`src/rtl/serial_subtractor.sv`:
```
// Bit-serial a - b using one full-subtractor cell and a borrow flop, LSB first.
// Latency: start sampled at edge k, done/diff/borrow visible after edge k+WIDTH.
// Backpressure: start is ignored while busy; a new start in the done cycle chains directly.
// Optional: define SERIAL_SUB_OVF_EN to add the signed-overflow output ovf.
module serial_subtractor #(
  parameter int WIDTH = 8
) (
  input  logic             clk,
  input  logic             rst,
  input  logic             start,
  input  logic [WIDTH-1:0] a,
  input  logic [WIDTH-1:0] b,
  output logic [WIDTH-1:0] diff,
  output logic             borrow,
  output logic             busy,
  output logic             done
`ifdef SERIAL_SUB_OVF_EN
  ,
  output logic             ovf
`endif
);

  localparam int CW = (WIDTH > 1) ? $clog2(WIDTH) : 1;
  localparam logic [CW-1:0] LAST = CW'(WIDTH - 1);

  typedef enum logic [1:0] {
    IDLE = 2'd0,
    RUN  = 2'd1,
    DONE = 2'd2
  } state_t;

  state_t           state;
  state_t           state_nxt;
  logic [WIDTH-1:0] a_sr;
  logic [WIDTH-1:0] b_sr;
  logic [WIDTH-1:0] res_sr;
  logic [WIDTH-1:0] res_nxt;
  logic [CW-1:0]    count;
  logic             br;
  logic             br_nxt;
  logic             ab_x;
  logic             d_bit;
  logic             load;
  logic             last;

`ifdef SERIAL_SUB_OVF_EN
  logic             a_msb;
  logic             b_msb;
`endif

  // Full-subtractor cell on the current operand LSBs plus the stored borrow
  always_comb begin
    ab_x    = a_sr[0] ^ b_sr[0];
    d_bit   = ab_x ^ br;
    br_nxt  = (~a_sr[0] & b_sr[0]) | (~ab_x & br);
    res_nxt = {d_bit, res_sr[WIDTH-1:1]};
    load    = (state != RUN) && start;
    last    = (state == RUN) && (count == LAST);
  end

  // State register
  always_ff @(posedge clk or posedge rst) begin
    if (rst) state <= IDLE;
    else     state <= state_nxt;
  end

  // Next-state: IDLE/DONE accept start, RUN leaves after the final bit
  always_comb begin
    state_nxt = state;
    case (state)
      IDLE:    if (start) state_nxt = RUN;
      RUN:     if (count == LAST) state_nxt = DONE;
      DONE:    state_nxt = start ? RUN : IDLE;
      default: state_nxt = IDLE;
    endcase
  end

  // Handshake outputs decoded from state
  always_comb begin
    busy = (state == RUN);
    done = (state == DONE);
  end

  // Operand/result shifting, bit counter, borrow flop and result capture
  always_ff @(posedge clk or posedge rst) begin
    if (rst) begin
      a_sr   <= '0;
      b_sr   <= '0;
      res_sr <= '0;
      count  <= '0;
      br     <= 1'b0;
      diff   <= '0;
      borrow <= 1'b0;
`ifdef SERIAL_SUB_OVF_EN
      a_msb  <= 1'b0;
      b_msb  <= 1'b0;
      ovf    <= 1'b0;
`endif
    end else if (load) begin
      a_sr   <= a;
      b_sr   <= b;
      res_sr <= '0;
      count  <= '0;
      br     <= 1'b0;
`ifdef SERIAL_SUB_OVF_EN
      a_msb  <= a[WIDTH-1];
      b_msb  <= b[WIDTH-1];
`endif
    end else if (state == RUN) begin
      a_sr   <= a_sr >> 1;
      b_sr   <= b_sr >> 1;
      res_sr <= res_nxt;
      br     <= br_nxt;
      count  <= count + 1'b1;
      // Results only move on the final bit so they stay stable mid-operation
      if (last) begin
        diff   <= res_nxt;
        borrow <= br_nxt;
`ifdef SERIAL_SUB_OVF_EN
        ovf    <= (a_msb ^ b_msb) & (a_msb ^ d_bit);
`endif
      end
    end
  end

endmodule
```
`config.mk`:
```
export PLATFORM = sky130hd
export DESIGN_NAME = serial_subtractor
export DESIGN_NICKNAME = d
export VERILOG_FILES = /design/src/rtl/serial_subtractor.sv
export SDC_FILE = /design/constraint.sdc
export NUM_CORES = 1
export LEC_CHECK = 0
export ABC_AREA = 1
export CAP_MARGIN = 5
export CORE_UTILIZATION = 50
export CTS_BUF_LIST = sky130_fd_sc_hd__clkbuf_4
export DETAILED_ROUTE_END_ITERATION = 12
export PLACE_DENSITY = 0.76
export SLEW_MARGIN = 0
export SYNTH_ARGS = -nofsm -noshare
export SYNTH_HDL_FRONTEND = slang
export SYNTH_SLANG_ARGS = --single-unit
```
`constraint.sdc`:
```
create_clock -name clk -period 1.3 [get_ports clk]
set_input_delay 0.26 -clock clk [delete_from_list [all_inputs] [get_ports clk]]
set_output_delay 0.26 -clock clk [all_outputs]
set_load 0.05 [all_outputs]
```
* After elaboration in Yosys (flattened, before gate mapping)
Cells that the tools add are included.
** Word-level totals
- Output and inout bits :: 11
- Register bits :: 39
- Logic and storage cells :: 43
** Operators by class
- Muxes and demuxes :: 14
- Add/subtract/negate cells :: 1
- Reductions and logical operators :: 6
- Equal/unequal tests :: 6
- Bitwise logic cells :: 8
** Operators by type and width (count)
- 8-bit 2-to-1 mux :: 6
- 3-bit 2-to-1 mux :: 2
- 2-bit case mux with 3 select lines :: 1
- 2-bit 2-to-1 mux :: 2
- 2-bit by 1-bit != test with 1-bit output (second input constant) :: 2
- 3-bit by 1-bit adder with 3-bit output (second input constant) :: 1
- 3-bit equality test (second input constant) :: 1
- 1-bit 2-to-1 mux :: 3
- 1-bit NOT :: 3
- 3-bit AND reduction :: 1
- 1-bit bitwise AND :: 2
- 2-bit by 1-bit equality test with 1-bit output (second input constant) :: 1
- 2-bit equality test (second input constant) :: 1
- 1-bit logical AND :: 2
- 2-bit logical NOT :: 1
- 2-bit != test (second input constant) :: 1
- 2-bit AND reduction :: 1
- 2-bit nonzero test :: 1
- 1-bit XOR :: 2
- 1-bit OR :: 1

* Longest topological paths before layout
Gate-level depths: netlist (run 1).
- Depth after elaboration :: 6
- Gate-level depth with buffers :: 6

* Worst setup path after synthesis (run 1)
OpenSTA, ideal clock, no wires.
- Path kind :: register to output
- Start :: register state[0]
- End :: output done
- Stages on the path, launching flop included :: 2
- Data arrival time :: 1.097 ns
- Slack :: -0.057 ns
- Data required time :: 1.040 ns
- Path through :: dfrtp_1 nor2_1
** On the way
- Cells in the longest elaborated chain, start to end :: 1
** Ends and longest elaborated chain
- from (decl) :: RTL line 32 : state_t state;
- from (signal assigned) :: RTL line 64 : else state <= state_nxt;
- 2-bit equality test :: RTL line 81 : done = (state == DONE);
- to (decl) :: RTL line 16 : output logic done
Every way passes these cells.

* Worst setup path in the final report (run 1)
- Start :: register state[1]
- End :: output done
The elaborated chain is that of the path after synthesis.

==> impl_metrics.json, run 1 <==
{
  "synthesis.area_um2": 1700,
  "hp-class": "in -> async",
  "grt_pass1_wl_mm": 5.55,
  "skew_ns": 0.00520,
  "vias": 1337,
  "crit_slowest_cell": "dfrtp_1",
  "ys_warn_count": 0,
  "stdcell_area_um2": 2210,
  "cts_inserted_buffers": 5,
  "synth.distinct_cells": 17,
  "dp_hpwl_mm": 2.36,
  "ys.flop_type": "dfrtp_1",
  "cp_max_fo": 2,
  "dieWidth_um": 60.2,
  "async_reset_ff_share_pct": 100,
  "crit_type": "reg -> out",
  "slew_violations": 0,
  "ant_nets": 0,
  "setup_slack_ns": -0.0991,
  "critPathBufInv": 2,
  "fin_cells": 262,
  "portBuffers": 29,
  "final_core_util_pct": 70.6,
  "clkTransAtPathRegs_ns": 0.11,
  "cap_violations": 0,
  "wirelength_mm": 3.26,
  "grt_max_degree": 39,
  "startpoint_type": "flip-flop",
  "dr.first_iter.drc_count": 63,
  "post-route-drc-count": 0,
  "path_delay_family": "flip-flops",
  "synth_edf_count": 0,
  "firstDrtPassIters": 4,
  "synth_top_area_share_pct": 56.1,
  "diodes": 0,
  "die_height_um": 60.2,
  "start_util_pct": 54.2,
  "crit_path_end_kind": "output pin",
  "ir_drop_v": 0.00130,
  "nFillCells": 263,
  "vias_per_cell": 5.10,
  "grt_pass1_vias": 1234,
  "syn_to_final_growth_pct": 30.3,
  "core_area_um2": 3130,
  "worstSkewPairLatency_ns": 0.34,
  "io_pins": 30,
  "routabilityCongestion": 0.745,
  "setup_viol": 2,
  "dpl_cell_area_um2": 2130,
  "worstMarginPinSlew_ns": 0.400,
  "mappedNetlistNets": 205,
  "antenna_found_initial": 0,
  "cp_slowest_stage_delay_ns": 0.44,
  "leakage_nw": 1.07,
  "synth_seq_area_share_pct": 56.1,
  "grt-ovfl-total": 0,
  "hold_violations": 0,
  "numClockSinks": 38,
  "avgSynthCellArea_um2": 9.26,
  "fin_crit_sh_pct": 108,
  "cts_root_buffer": "clkbuf_4",
  "timing.fmax_mhz": 715,
  "dp_cells": 251,
  "cts_tree": "done",
  "die_area_um2": 3630,
  "max-slew-margin-rel_pct": 73.3,
  "max-clock-path-buffers": 2,
  "critPathArrivalTime_ns": 1.14,
  "yosys-top-cells-count": "nand2_1 (54), nand3_1 (53), dfrtp_1 (38)",
  "nets": 239,
  "cp.required_ns": 1.04,
  "synthTopCellsByArea": "dfrtp_1 (56%), nand3_1 (16%), nand2_1 (12%)",
  "wire_per_inst_um": 12.5,
  "htree_levels": 2,
  "row_count": 20,
  "ys_ff_latch": 38,
  "grt_use_total_pct": 21.5,
  "power_density_nw_per_um2": 2430,
  "final_layout_size_suffix_gt1_share_pct": 17.4,
  "yosysMostFrequentCell": "nand2_1",
  "synth_top_area_cell": "dfrtp_1",
  "status": "finished, violations left",
  "cp_cell_sequence": "inv_2, nor2_2, buf_12",
  "netlist_instances": 183,
  "violations": "setup timing",
  "grt_setup_unrepaired": "yes",
  "min_period_ns": 1.40
}
per-layer routing:
layer  vias to the layer above  GRT usage [%]  part of all wire, %
li1                        670              -                    -
met1                       627           24.6                   41
met2                        33           37.4                   52
met3                         7           6.49                  4.6
met4                         0           7.97                  2.0
met5                         -              0                    0
layout make-up:
| type | instances | area, um^2 | area share [%] |
|---|---|---|---|
| Clock buffer | 6 | 45.0 | 2.04 |
| Clock inverter | 2 | 8.76 | 0.397 |
| Inverter | 11 | 41.3 | 1.87 |
| Multi-Input combinational cell | 124 | 621 | 28.1 |
| Sequential cell | 38 | 952 | 43.1 |
| Tap cell | 44 | 55.1 | 2.49 |
| Timing Repair Buffer | 37 | 485 | 22.0 |
per-stage QoR:
step | total power, mW | setup WS [ns] | hold slack, ns | setup TNS, ns
after floorplan | 3.73 | 0.107 | 0.405 | 0
after global placement | 4.62 | -0.104 | 0.457 | -0.403
after detailed placement | 4.75 | -0.176 | 0.465 | -0.998
after CTS | 5.37 | -0.125 | 0.300 | -0.230
after global routing | 5.76 | -0.157 | 0.308 | -0.395
final | 5.37 | -0.0991 | 0.301 | -0.187
cell families (layout without fill, tap and decap cells):
| kind of cell | Yosys count | after routing | synth area share (%) |
|---|---|---|---|
| and+or+nand+nor | 112 | 112 | 30.7 |
| DFF | 38 | 38 | 56.1 |
| buffers and inverters | 21 | 56 | 7.60 |
| AOI/OAI and AO/OA | 9 | 9 | 2.95 |
| adders and majority gates | 3 | 3 | 2.66 |
sequential cells by signal, summed over array words and instances (netlist names):
signal / cells
a_sr: 8
b_sr: 8
borrow: 1
br: 1
count: 3
diff: 8
res_sr: 7
state: 2
path summary, 6_finish.rpt:
| kind | startpoint | cells after the start | slack [ns] | end |
|---|---|---|---|---|
| min | rst | 3 | 0.30 | state[0] |
| max reg2reg | state[0] | 5 | 0.05 | a_sr[5] |
| max in group asynchronous | rst | 3 | 0.81 | state[0] |
| min in group clk | b[7] | 3 | 0.47 | b_sr[7] |
| min reg2reg | res_sr[2] | 2 | 0.49 | diff[1] |
| max | state[1] | 3 | -0.1 | done |
repair_timing:
action,CTS,global route
gates resized for setup,2,1
pin swaps,1,1
endpoints found under the setup margin,9,17
hold buffers,0,0
endpoints found under the hold margin,0,0
buffers inserted,1,2
where the power goes:
part	total, mW	internal [mW]	switching, mW	leakage (nW)
clock	0.590	0.224	0.366	0.0331
sequential	2.06	1.69	0.369	0.484
combinational	2.73	1.22	1.51	0.551
worst reg2reg max path, cell delays in order, from the launching register on:
cell and delay, ns:
dfrtp_2 0.44, buf_4 0.15, nand2_4 0.20, buf_12 0.20, nand3_1 0.09, nand3_1 0.11
placed cells by master (no fill, tap or decap):
| cell type | n |
|---|---|
| clkinv_1 | 1 |
| nand3_1 | 53 |
| clkinv_2 | 1 |
| o21ai_1 | 7 |
| fa_1 | 1 |
| ha_2 | 1 |
| nand2_4 | 1 |
| nand2_1 | 54 |
| inv_2 | 4 |
| clkdlybuf4s50_1 | 18 |
| nand2_2 | 1 |
| nor2_2 | 1 |
| o22ai_1 | 1 |
| buf_12 | 13 |
| nor2_4 | 1 |
| dfrtp_1 | 37 |
| ha_1 | 1 |
| buf_4 | 6 |
| dfrtp_2 | 1 |
| clkbuf_4 | 6 |
| nor2_8 | 1 |
| o21ai_2 | 1 |
| inv_1 | 7 |
Power figures use the tool's default switching activity.
==> inputs of run 2 (changes only) <==
--- a/config.mk
+++ b/config.mk
@@ -9,8 +9,9 @@
 export CAP_MARGIN = 5
 export CORE_UTILIZATION = 50
 export CTS_BUF_LIST = sky130_fd_sc_hd__clkbuf_4
+export CTS_CLUSTER_SIZE = 20
 export DETAILED_ROUTE_END_ITERATION = 12
-export PLACE_DENSITY = 0.76
+export PLACE_DENSITY = 0.87
 export SLEW_MARGIN = 0
 export SYNTH_ARGS = -nofsm -noshare
 export SYNTH_HDL_FRONTEND = slang
==> run 2 against run 1 <==
The flow still finishes with violations (setup timing); global-route usage fell by 0.11 points; via count rose by 1.6%; combinational power rose by 10%; power rose by 5.7%; clock skew rose by 0.0017 ns; die area did not move; count of clock-buffer cells in the layout rose by 1; critical endpoint is now busy.
==> impl_metrics.json, run 2 (same netlist as run 1, synthesis figures left out) <==
{
  "routabilityCongestion": 0.720,
  "fin_tns_setup_ns": -0.0973,
  "numClockSinks": 38,
  "crit_slowest_cell": "dfrtp_1",
  "cp.required_ns": 1.04,
  "reg_top3": "a_sr (8), b_sr (8), diff (8)",
  "path_delay_family": "flip-flops",
  "grt_setup_unrepaired": "yes",
  "layout_common_cells": "nand2_1 (54), nand3_1 (53), dfrtp_1 (37)",
  "diodes": 0,
  "vias": 1358,
  "ir_drop_v": 0.00129,
  "row_count": 20,
  "start_util_pct": 54.2,
  "status": "finished, violations left",
  "crit_path_end_kind": "output pin",
  "firstDrtPassIters": 4,
  "p_switching_mw": 2.33,
  "antenna_found_initial": 0,
  "fin_crit_sh_pct": 104,
  "vias_per_cell": 5.11,
  "timing.fmax_mhz": 739,
  "nFillCells": 235,
  "stdcell_area_um2": 2300,
  "cp_cell_sequence": "nor2_4, buf_12",
  "p_int_mw": 3.35,
  "io_pins": 30,
  "slew_violations": 0,
  "cts_inserted_buffers": 5,
  "worstSkewPairLatency_ns": 0.34,
  "cp_max_fo": 2,
  "critPathBufInv": 1,
  "grt_max_degree": 39,
  "syn_to_final_growth_pct": 35.7,
  "die_area_um2": 3630,
  "grt_use_total_pct": 21.4,
  "pre_cts_ws_ns": -0.147,
  "hold_violations": 0,
  "worstMarginPinSlew_ns": 0.406,
  "final_layout_size_suffix_gt1_share_pct": 19.4,
  "dr.first_iter.drc_count": 64,
  "setup_slack_ns": -0.0526,
  "core_area_um2": 3130,
  "fin_cells": 266,
  "max-clock-path-buffers": 2,
  "die_height_um": 60.2,
  "sw_frac_of_total_pct": 41.0,
  "wirelength_mm": 3.34,
  "htree_levels": 2,
  "dp_cells": 251,
  "violations": "setup timing",
  "postCtsHoldBufs": 0,
  "nets": 244,
  "post-route-drc-count": 0,
  "cts_root_buffer": "clkbuf_4",
  "startpoint_type": "flip-flop",
  "crit_type": "reg -> out",
  "p_clk_share_pct": 10.7,
  "critPathArrivalTime_ns": 1.09,
  "portBuffers": 29,
  "skew_ns": 0.00686,
  "setup_viol": 2,
  "ant_nets": 0,
  "combPwrFrac_pct": 53.0,
  "hp-class": "in -> async",
  "max-slew-margin-rel_pct": 72.9,
  "cts_tree": "done",
  "final_common_cell": "nand2_1",
  "grt_pass1_vias": 1313,
  "min_period_ns": 1.35,
  "final_core_util_pct": 73.6,
  "leakage_nw": 1.11,
  "wire_per_inst_um": 12.5,
  "dpl_cell_area_um2": 2130,
  "cap_violations": 0,
  "grt-ovfl-total": 0,
  "grt_pass1_wl_mm": 5.64,
  "dp_hpwl_mm": 2.10,
  "power.total_mw": 5.68,
  "p_seq_share_pct": 36.3,
  "cp_slowest_stage_delay_ns": 0.44,
  "clkTransAtPathRegs_ns": 0.11,
  "power_density_nw_per_um2": 2470,
  "holdWs_ns": 0.259,
  "dieWidth_um": 60.2
}
run 2: what timing repair did:
item                                    in CTS  in global routing
pin swaps                                    1                  2
resized for setup                            2                  6
endpoints found under the hold margin        0                  0
cloned                                       0                  1
endpoints found under the setup margin       2                 32
buffers inserted                             4                  3
run 2: worst paths after layout:
path	from	endpoint	slack, ns	depth (start not counted)
worst max register to register	state[1]	a_sr[3]	0.07	6
worst min-delay path	rst	diff[2]	0.26	3
max in group asynchronous	rst	state[0]	0.84	3
worst min register to register	res_sr[6]	diff[5]	0.49	2
min in group clk	a[7]	a_sr[7]	0.47	3
worst max-delay path	state[1]	busy	-0.05	2
run 2: power by group through the flow:
stage	logic (mW)	clock network, mW	registers (mW)
floorplan	1.31	0	2.42
global route	3.25	0.677	2.11
finish	3.01	0.610	2.06
CTS	2.73	0.624	2.06
detailed placement	2.63	0	2.08
global placement	2.57	0	2.06
run 2: final cells by class:
class                           instances  area [um^2]  share of cell area (%)
Timing Repair Buffer                   42          561                    24.4
Multi-Input combinational cell        124          639                    27.8
Inverter                               11         41.3                    1.79
Tap cell                               44         55.1                    2.39
Clock buffer                            7         52.6                    2.28
Sequential cell                        38          952                    41.4
run 2: worst reg2reg max path, delay by kind of cell, from the launching register on:
kind | cells | cell delay (ns)
buf+inv | 3 | 0.43
flops | 1 | 0.44
simple gates | 3 | 0.25
run 2: per-layer routing:
metal | track usage, % | up-vias | wire length, um | part of all wire [%]
met4 | 7.31 | 0 | 59 | 1.8
met3 | 6.06 | 8 | 142 | 4.3
met5 | 0 | - | 0 | 0
met2 | 35.0 | 38 | 1670 | 50
li1 | - | 679 | - | -
met1 | 27.0 | 633 | 1460 | 44
